[src/rtl/literal_fetch_merge_if.sv]
// Fetch/decode/issue bundle for literal_fetch_merge: fetch words in, encoder probe, merged out.
// master is the fetch/downstream side; slave is the merge block itself.
interface literal_fetch_merge_if;
    logic        in_valid;
    logic        in_ready;
    logic [31:0] in_data;
    logic [5:0]  in_wfid;
    logic [31:0] in_pc;
    logic        in_is_64;
    logic [63:0] dec_instr;
    logic        dec_literal_required;
    logic        out_valid;
    logic        out_ready;
    logic [63:0] out_instr;
    logic [31:0] out_literal;
    logic        out_literal_valid;
    logic [5:0]  out_wfid;
    logic [31:0] out_pc;
    logic        seq_error;

    modport master (
        output in_valid, in_data, in_wfid, in_pc, in_is_64, dec_literal_required, out_ready,
        input  in_ready, dec_instr, out_valid, out_instr, out_literal, out_literal_valid,
               out_wfid, out_pc, seq_error
    );

    modport slave (
        input  in_valid, in_data, in_wfid, in_pc, in_is_64, dec_literal_required, out_ready,
        output in_ready, dec_instr, out_valid, out_instr, out_literal, out_literal_valid,
               out_wfid, out_pc, seq_error
    );
endinterface

[src/rtl/literal_fetch_merge.sv]
// Merges 32/64-bit instruction dwords and an optional trailing literal into one issue record.
// Optional macro LITERAL_WFID_CHECK_EN rejects continuation dwords from a different wavefront.
module literal_fetch_merge (
    input logic                  clk,
    input logic                  rst,
    literal_fetch_merge_if.slave bus
);

    typedef enum logic [2:0] {
        StIdle,
        StWaitHi,
        StCheckLit,
        StWaitLit,
        StHold
    } state_e;

    state_e      state_q, state_d;
    logic [63:0] instr_q, instr_d;
    logic [5:0]  wfid_q, wfid_d;
    logic [31:0] pc_q, pc_d;
    logic [31:0] lit_q, lit_d;
    logic        lit_flag_q, lit_flag_d;
    logic [6:0]  lit_count_q, lit_count_d;
    logic        in_fire, out_fire, wfid_match;

`ifdef LITERAL_WFID_CHECK_EN
    logic        seq_error_q, seq_error_d;
    assign wfid_match    = (bus.in_wfid == wfid_q);
    assign bus.seq_error = seq_error_q;
`else
    assign wfid_match    = 1'b1;
    assign bus.seq_error = 1'b0;
`endif

    assign bus.in_ready  = (state_q == StIdle) || (state_q == StWaitHi) || (state_q == StWaitLit);
    assign bus.out_valid = (state_q == StHold);
    assign in_fire       = bus.in_valid && bus.in_ready;
    assign out_fire      = bus.out_valid && bus.out_ready;

    // Encoders see only registered state, so there is no loop back through in_data.
    assign bus.dec_instr         = instr_q;
    assign bus.out_instr         = instr_q;
    assign bus.out_literal       = lit_flag_q ? lit_q : 32'h0;
    assign bus.out_literal_valid = lit_flag_q;
    assign bus.out_wfid          = wfid_q;
    assign bus.out_pc            = pc_q;

    always_comb begin
        state_d     = state_q;
        instr_d     = instr_q;
        wfid_d      = wfid_q;
        pc_d        = pc_q;
        lit_d       = lit_q;
        lit_flag_d  = lit_flag_q;
        lit_count_d = lit_count_q;
`ifdef LITERAL_WFID_CHECK_EN
        seq_error_d = 1'b0;
`endif
        unique case (state_q)
            StIdle: begin
                if (in_fire) begin
                    instr_d = {32'h0, bus.in_data};
                    wfid_d  = bus.in_wfid;
                    pc_d    = bus.in_pc;
                    state_d = bus.in_is_64 ? StWaitHi : StCheckLit;
                end
            end
            StWaitHi: begin
                if (in_fire) begin
                    if (wfid_match) begin
                        instr_d[63:32] = bus.in_data;
                        state_d        = StCheckLit;
                    end
`ifdef LITERAL_WFID_CHECK_EN
                    else begin
                        seq_error_d = 1'b1;
                        state_d     = StIdle;
                    end
`endif
                end
            end
            StCheckLit: begin
                state_d = bus.dec_literal_required ? StWaitLit : StHold;
            end
            StWaitLit: begin
                if (in_fire) begin
                    if (wfid_match) begin
                        lit_d      = bus.in_data;
                        lit_flag_d = 1'b1;
                        state_d    = StHold;
                    end
`ifdef LITERAL_WFID_CHECK_EN
                    else begin
                        seq_error_d = 1'b1;
                        state_d     = StIdle;
                    end
`endif
                end
            end
            StHold: begin
                if (out_fire) begin
                    if (lit_flag_q) begin
                        lit_count_d = lit_count_q + 7'd1;
                    end
                    lit_flag_d = 1'b0;
                    state_d    = StIdle;
                end
            end
            default: state_d = StIdle;
        endcase
    end

    always_ff @(posedge clk) begin
        if (rst) begin
            state_q     <= StIdle;
            instr_q     <= 64'h0;
            wfid_q      <= 6'h0;
            pc_q        <= 32'h0;
            lit_q       <= 32'h0;
            lit_flag_q  <= 1'b0;
            lit_count_q <= 7'h0;
`ifdef LITERAL_WFID_CHECK_EN
            seq_error_q <= 1'b0;
`endif
        end else begin
            state_q     <= state_d;
            instr_q     <= instr_d;
            wfid_q      <= wfid_d;
            pc_q        <= pc_d;
            lit_q       <= lit_d;
            lit_flag_q  <= lit_flag_d;
            lit_count_q <= lit_count_d;
`ifdef LITERAL_WFID_CHECK_EN
            seq_error_q <= seq_error_d;
`endif
        end
    end

endmodule

[src/flat_wrapper.sv]
// flat-port wrapper written by rule: the top's interface ports become plain ports
module literal_fetch_merge_flat 
  (clk, rst, bus_in_valid, bus_in_data, bus_in_wfid, bus_in_pc, bus_in_is_64, bus_dec_literal_required, bus_out_ready, bus_in_ready, bus_dec_instr, bus_out_valid, bus_out_instr, bus_out_literal, bus_out_literal_valid, bus_out_wfid, bus_out_pc, bus_seq_error);
  literal_fetch_merge_if bus_i ();
  input logic clk;
  input logic rst;
  input wire logic [$bits(bus_i.in_valid)-1:0] bus_in_valid;
  input wire logic [$bits(bus_i.in_data)-1:0] bus_in_data;
  input wire logic [$bits(bus_i.in_wfid)-1:0] bus_in_wfid;
  input wire logic [$bits(bus_i.in_pc)-1:0] bus_in_pc;
  input wire logic [$bits(bus_i.in_is_64)-1:0] bus_in_is_64;
  input wire logic [$bits(bus_i.dec_literal_required)-1:0] bus_dec_literal_required;
  input wire logic [$bits(bus_i.out_ready)-1:0] bus_out_ready;
  output wire logic [$bits(bus_i.in_ready)-1:0] bus_in_ready;
  output wire logic [$bits(bus_i.dec_instr)-1:0] bus_dec_instr;
  output wire logic [$bits(bus_i.out_valid)-1:0] bus_out_valid;
  output wire logic [$bits(bus_i.out_instr)-1:0] bus_out_instr;
  output wire logic [$bits(bus_i.out_literal)-1:0] bus_out_literal;
  output wire logic [$bits(bus_i.out_literal_valid)-1:0] bus_out_literal_valid;
  output wire logic [$bits(bus_i.out_wfid)-1:0] bus_out_wfid;
  output wire logic [$bits(bus_i.out_pc)-1:0] bus_out_pc;
  output wire logic [$bits(bus_i.seq_error)-1:0] bus_seq_error;
  assign bus_i.in_valid = bus_in_valid;
  assign bus_i.in_data = bus_in_data;
  assign bus_i.in_wfid = bus_in_wfid;
  assign bus_i.in_pc = bus_in_pc;
  assign bus_i.in_is_64 = bus_in_is_64;
  assign bus_i.dec_literal_required = bus_dec_literal_required;
  assign bus_i.out_ready = bus_out_ready;
  assign bus_in_ready = bus_i.in_ready;
  assign bus_dec_instr = bus_i.dec_instr;
  assign bus_out_valid = bus_i.out_valid;
  assign bus_out_instr = bus_i.out_instr;
  assign bus_out_literal = bus_i.out_literal;
  assign bus_out_literal_valid = bus_i.out_literal_valid;
  assign bus_out_wfid = bus_i.out_wfid;
  assign bus_out_pc = bus_i.out_pc;
  assign bus_seq_error = bus_i.seq_error;
  literal_fetch_merge u_core (.clk(clk), .rst(rst), .bus(bus_i));
endmodule
[config.mk]
export PLATFORM = sky130hd
export DESIGN_NAME = literal_fetch_merge_flat
export DESIGN_NICKNAME = d
export VERILOG_FILES = /design/src/rtl/literal_fetch_merge_if.sv /design/src/rtl/literal_fetch_merge.sv /design/src/flat_wrapper.sv
export SDC_FILE = /design/constraint.sdc
export NUM_CORES = 1
export LEC_CHECK = 0
export ABC_AREA = 1
export CAP_MARGIN = 25
export CORE_MARGIN = 10
export CORE_UTILIZATION = 41
export CTS_CLUSTER_SIZE = 8
export DETAILED_ROUTE_END_ITERATION = 8
export PLACE_DENSITY = 0.8
export SLEW_MARGIN = 30
export SYNTH_ARGS = -nofsm -noshare
export SYNTH_HDL_FRONTEND = slang
export SYNTH_SLANG_ARGS = --single-unit
[constraint.sdc]
create_clock -name clk -period 1.4 [get_ports clk]
set_input_delay 0.28 -clock clk [delete_from_list [all_inputs] [get_ports clk]]
set_output_delay 0.28 -clock clk [all_outputs]
set_load 0.02 [all_outputs]
; ---- Word level (Yosys, flattened, before mapping)
; Cells that the tools add are included.
[totals]
ff_bits = 138
word_cells = 41
in_bits = 76
[op_classes]
n_mux = 14
eq_ne = 8
n_reduce_logical = 12
[op_table]
columns = op, n
row1 = 32-bit two-way mux, 2
row2 = 64-bit two-way mux, 1
row3 = 32-bit case mux with 2 select lines, 1
row4 = 3-bit two-way mux, 5
row5 = 3-bit case mux with 5 select lines, 1
row6 = "3-bit by 2-bit == test with 1-bit output, second input constant", 2
row7 = "2-bit by 1-bit inequality test with 1-bit output, second input constant", 3
row8 = 3-bit AND reduction, 2
row9 = 2-bit AND reduction, 2
row10 = 4-bit AND reduction, 1
row11 = 2-bit nonzero test, 2
row12 = "3-bit by 1-bit == test with 1-bit output, second input constant", 1
row13 = "3-bit == test, second input constant", 1
row14 = 3-bit logical NOT, 1
row15 = 1-bit logical AND, 2
row16 = 1-bit logical OR, 2
row17 = 1-bit two-way mux, 2
row18 = 2-bit two-way mux, 1
row19 = "2-bit inequality test, second input constant", 1
row20 = 1-bit case mux with 2 select lines, 1

; ---- Logic depth before layout (Yosys ltp)
[depth]
word_depth = 6
mapped_depth = 8
depth_no_buf = 8

; ---- Worst setup path before layout
; No wires, ideal clock.
[synth_path]
kind = register to register
from = reg u_core.state_q[2]
to = reg u_core.lit_flag_q (netlist: u_core.bus.out_literal_valid)
setup_ns = 0.119
synth_period_minus_slack_ns = 1.404
path_stages_with_launch = 7
arrival_time_ns = 1.285
setup_slack_ns = -0.004
cell_sequence = dfxtp_1 -> buf_4 -> inv_1 -> nor3_1 -> nand3_1 -> nand2_1 -> a21oi_1
[synth_between]
word_cells_on_any_way = 13
cone_classes = eq/ne: 5 / mux: 1 / reduce/logical: 7
[synth_lines]
columns = element, line_no
row1 = "start, declared", literal_fetch_merge.sv:17  ; state_e state_q, state_d;
row2 = "start signal, assigned", literal_fetch_merge.sv:115  ; state_q <= StIdle;
row3 = "start signal, assigned", literal_fetch_merge.sv:126  ; state_q <= state_d;
row4 = 3-bit == test (*), literal_fetch_merge.sv:36  ; assign bus.out_valid = (state_q == StHold);
row5 = named net bus_out_valid, flat_wrapper.sv:16  ; output wire logic [$bits(bus_i.out_valid)-1:0] bus_out_valid;
row6 = 1-bit logical AND, literal_fetch_merge.sv:38  ; assign out_fire = bus.out_valid && bus.out_ready;
row7 = 2-bit inequality test (no source line), -
row8 = 3-bit AND reduction (no source line), -
row9 = "end signal, assigned", literal_fetch_merge.sv:131  ; lit_flag_q <= lit_flag_d;
row10 = "end, declared", literal_fetch_merge.sv:22  ; logic lit_flag_q, lit_flag_d;
; The timed path passes the listed nets; every way through them passes the cells marked *.
; A chain may end at the register's enable or synchronous reset.

; ---- Final worst setup path
[layout_path]
from = reg u_core.lit_flag_q (netlist: u_core.bus.out_literal_valid)
to = out bus_out_literal[22]
[layout_between]
elab_chain_len = 1
[layout_rtl]
columns = element, line_no
row1 = 32-bit two-way mux, literal_fetch_merge.sv:43  ; assign bus.out_literal = lit_flag_q ? lit_q : 32'h0;
row2 = "end, declared", flat_wrapper.sv:18  ; output wire logic [$bits(bus_i.out_literal)-1:0] bus_out_literal;
; No other way between the ends.

==> impl_metrics.csv <==
group,metric,value,unit
run_status,status,"finished with violations",
run_status,failed_checks,"negative setup slack",
global_routing,grt_antenna_before_repair,1,
detailed_routing,firstDrtPassIters,5,
setup_path,r2r_slack,-0.12,ns
place,place_congestion,0.848,
setup_path,path_cells,"clkbuf_16 > nand2_2 > inv_2 > buf_6",
logic_synthesis,yosysSeqAreaShare,0.471,
logic_synthesis,avgSynthCellArea,7.68,um2
setup_path,critPathLaunchType,"flop",
global_routing,groute.layer.met3.usage,0.0711,
setup_path,path_class,"flop to primary output",
clock_tree,clockRootBuffer,"clkbuf_16",
detailed_routing,num_vias,5946,
global_routing,grt_pass1_vias,5448,
sta,fin_crit,1.56,ns
sta,setup_viol,93,
detailed_routing,avgRoutedWirePerCell,19.7,um
logic_synthesis,synth-seq-cells,138,
logic_synthesis,synth_area_leaders,"dfxtp_1 (47%), a21oi_1 (11%), buf_4 (8.6%)",
finish,fillCellCount,1024,
detailed_routing,postRouteAntennaNets,0,
clock_tree,clk_latency,0.43,ns
global_routing,grt_pass1_wl,30700,um
setup_path,slowest_stage,"dfxtp_4",
die,die_h,140,um
sta,hold_viol_final,0,
logic_synthesis,synth_nets,840,
sta,slew_viol_final,0,
die,core_area,0.0139,mm2
clock_tree,cts_buffer_depth,2,
die,die-area,0.0195,mm2
sta,rsz0062_at_grt,"true",
power,vdd_drop_max,0.00123,V
die,die_w,140,um
detailed_routing,route.detailed.drc,0,
finish,nNetsFinal,1075,
detailed_routing,wl,23500,um
clock_tree,cts_tree,"yes",
sta,max_freq,643,MHz
setup_path,crit_buf_inv,3,
power,power_leakage,4.48,nW
place,port_buffers,276,
finish,fin_util,0.731,
worst_hold_path,hold_path_class,"input pin to flop",
global_routing,grt_start_max_net_pins,54,
logic_synthesis,yosysWarnings,0,
clock_tree,cts_inserted_buffers,17,
setup_path,worstPathRequired,1.12,ns
die,io_pins,278,
setup_path,path_max_fanout,8,
logic_synthesis,synth_edf_count,0,
logic_synthesis,yosys.area.top_type,"dfxtp_1",
logic_synthesis,synth_cell_types,25,
finish,drive_above_1_share,0.479,
logic_synthesis,synthArstFlopShare,0,
global_routing,use_met1,0.217,
finish,area_delta_synth_final,73.5,%
global_routing,grt_use_met2,0.336,
sta,worst_slack,-0.156,ns
logic_synthesis,synthCells,764,
logic_synthesis,synthDominantCellAreaShare,0.471,
logic_synthesis,ys.flop_type,"dfxtp_1",
global_routing,grt.total_usage,0.196,
place,dp_hpwl,14600,um
run,max_cap_viol_count,0,
sta,fin_crit_sh,1.11,
global_routing,overflow,0,
sta,tns,-7.58,ns
clock_tree,cts_max_level,4,
die,placementRows,43,
detailed_routing,drtIter0Drc,383,
global_routing,grt_busiest_layer,"met2",
detailed_routing,post_drt_via_cell_ratio,4.98,
die,floorplan.initialDensity,0.421,
sta,worst_clock_skew,0.00698,ns
sta,worst_pin_slew,0.623,ns
logic_synthesis,synthMostInstantiatedCell,"dfxtp_1",
clock_tree,cts_hold_buf,0,
setup_path,cp-end-kind,"primary output",
setup_path,cp_top_family,"flip-flops",
logic_synthesis,synth_area,0.00587,mm2
logic_synthesis,synthTopCellsByCount,"dfxtp_1 (138), nand2_1 (129), a21oi_1 (128), inv_1 (109), buf_4 (67)",
clock_tree,cts.sink_count,138,
power,p_per_area,1810,mW/mm2
sta,max_slew_margin,0.584,
setup_path,cp_data_arrival_time,1.28,ns
clock_tree,cts.clk_slew.worst_paths,0.06,ns
setup_path,slowest_delay,0.44,ns
cells in the final DEF (no fill, tap or decap), types with 36 or more instances in the layout:
master           count
nand3_1             39
buf_6               46
inv_1               78
nand2_4             53
a21oi_1             81
dfxtp_1            128
nand2_2             51
clkdlybuf4s15_2     48
clkdlybuf4s50_1     73
o21ai_1             36
a21oi_2             56
clkbuf_2            64
kinds of logic (layout without fill, tap and decap cells):
group	Yosys count	after routing	synth area share
AO/OA/AOI/OAI	210	210	0.187
buffers and inverters	225	472	0.198
flip-flops	138	138	0.471
other	1	3	0.000639
AND/OR/NAND/NOR	190	190	0.143
worst paths after layout:
check                          startpoint  cells after the start                       end
max          u_core.bus.out_literal_valid                      4       bus_out_literal[22]
min                                   rst                      5   u_core.bus.dec_instr[9]
max reg2reg             u_core.state_q[0]                      8  u_core.bus.dec_instr[48]
min reg2reg         u_core.bus.out_pc[31]                      2     u_core.bus.out_pc[31]
metrics by stage:
step | cells | worst slack (ns) | power, W | hold slack, ns | instance area [um2]
after floorplan | 764 | -0.00139 | 0.00920 | 0.423 | 5870
after global placement | 1132 | -0.162 | 0.0121 | 0.429 | 8470
after detailed placement | 1132 | -0.213 | 0.0122 | 0.433 | 8470
after CTS | 1164 | -0.171 | 0.0166 | 0.343 | 9210
after global routing | 1192 | -0.195 | 0.0192 | 0.386 | 10200
final | 1193 | -0.156 | 0.0184 | 0.348 | 10200
cell type report:
class,instances,area [um2],share of cell area
well taps,180,225,0.0221
clock buffers,24,512,0.0503
clock inverters,7,135,0.0133
repair buffers,331,3360,0.330
flip-flops and latches,138,2790,0.274
inverters,110,419,0.0412
multi-input cells,401,2740,0.269
diodes,2,5.00,0.000492
what timing repair did:
action	in CTS	in global routing
resized for setup	585	424
pin swaps	1	38
gates cloned	1	19
buffers inserted	0	8
setup endpoints to repair	202	233
sequential cells by signal (all words and copies together), names as in the netlist:
name and cells:
u_core.state_q 3, u_core.bus.out_wfid 6, u_core.bus.out_pc 32, u_core.lit_q 32, u_core.bus.dec_instr 64, u_core.bus.out_literal_valid 1
worst reg2reg max path: cells and delay by family (launching register included):
family	cells	cell delay, ns
buffers and inverters	3	0.38
AO/OA/AOI/OAI	1	0.13
flip-flops	1	0.38
AND/OR/NAND/NOR	4	0.55
power breakdown:
part / internal [W] / total (W) / switching, W
Combinational: 0.00343 / 0.00806 / 0.00463
Sequential: 0.00477 / 0.00541 / 0.000642
Clock: 0.00325 / 0.00492 / 0.00167
metal layers:
metal,up-vias,routed length [um]
met5,-,0
met4,0,600
met3,40,1880
met2,265,11900
met1,2807,9130
li1,2834,-
Note: power is estimated with default switching activity, not from simulation.
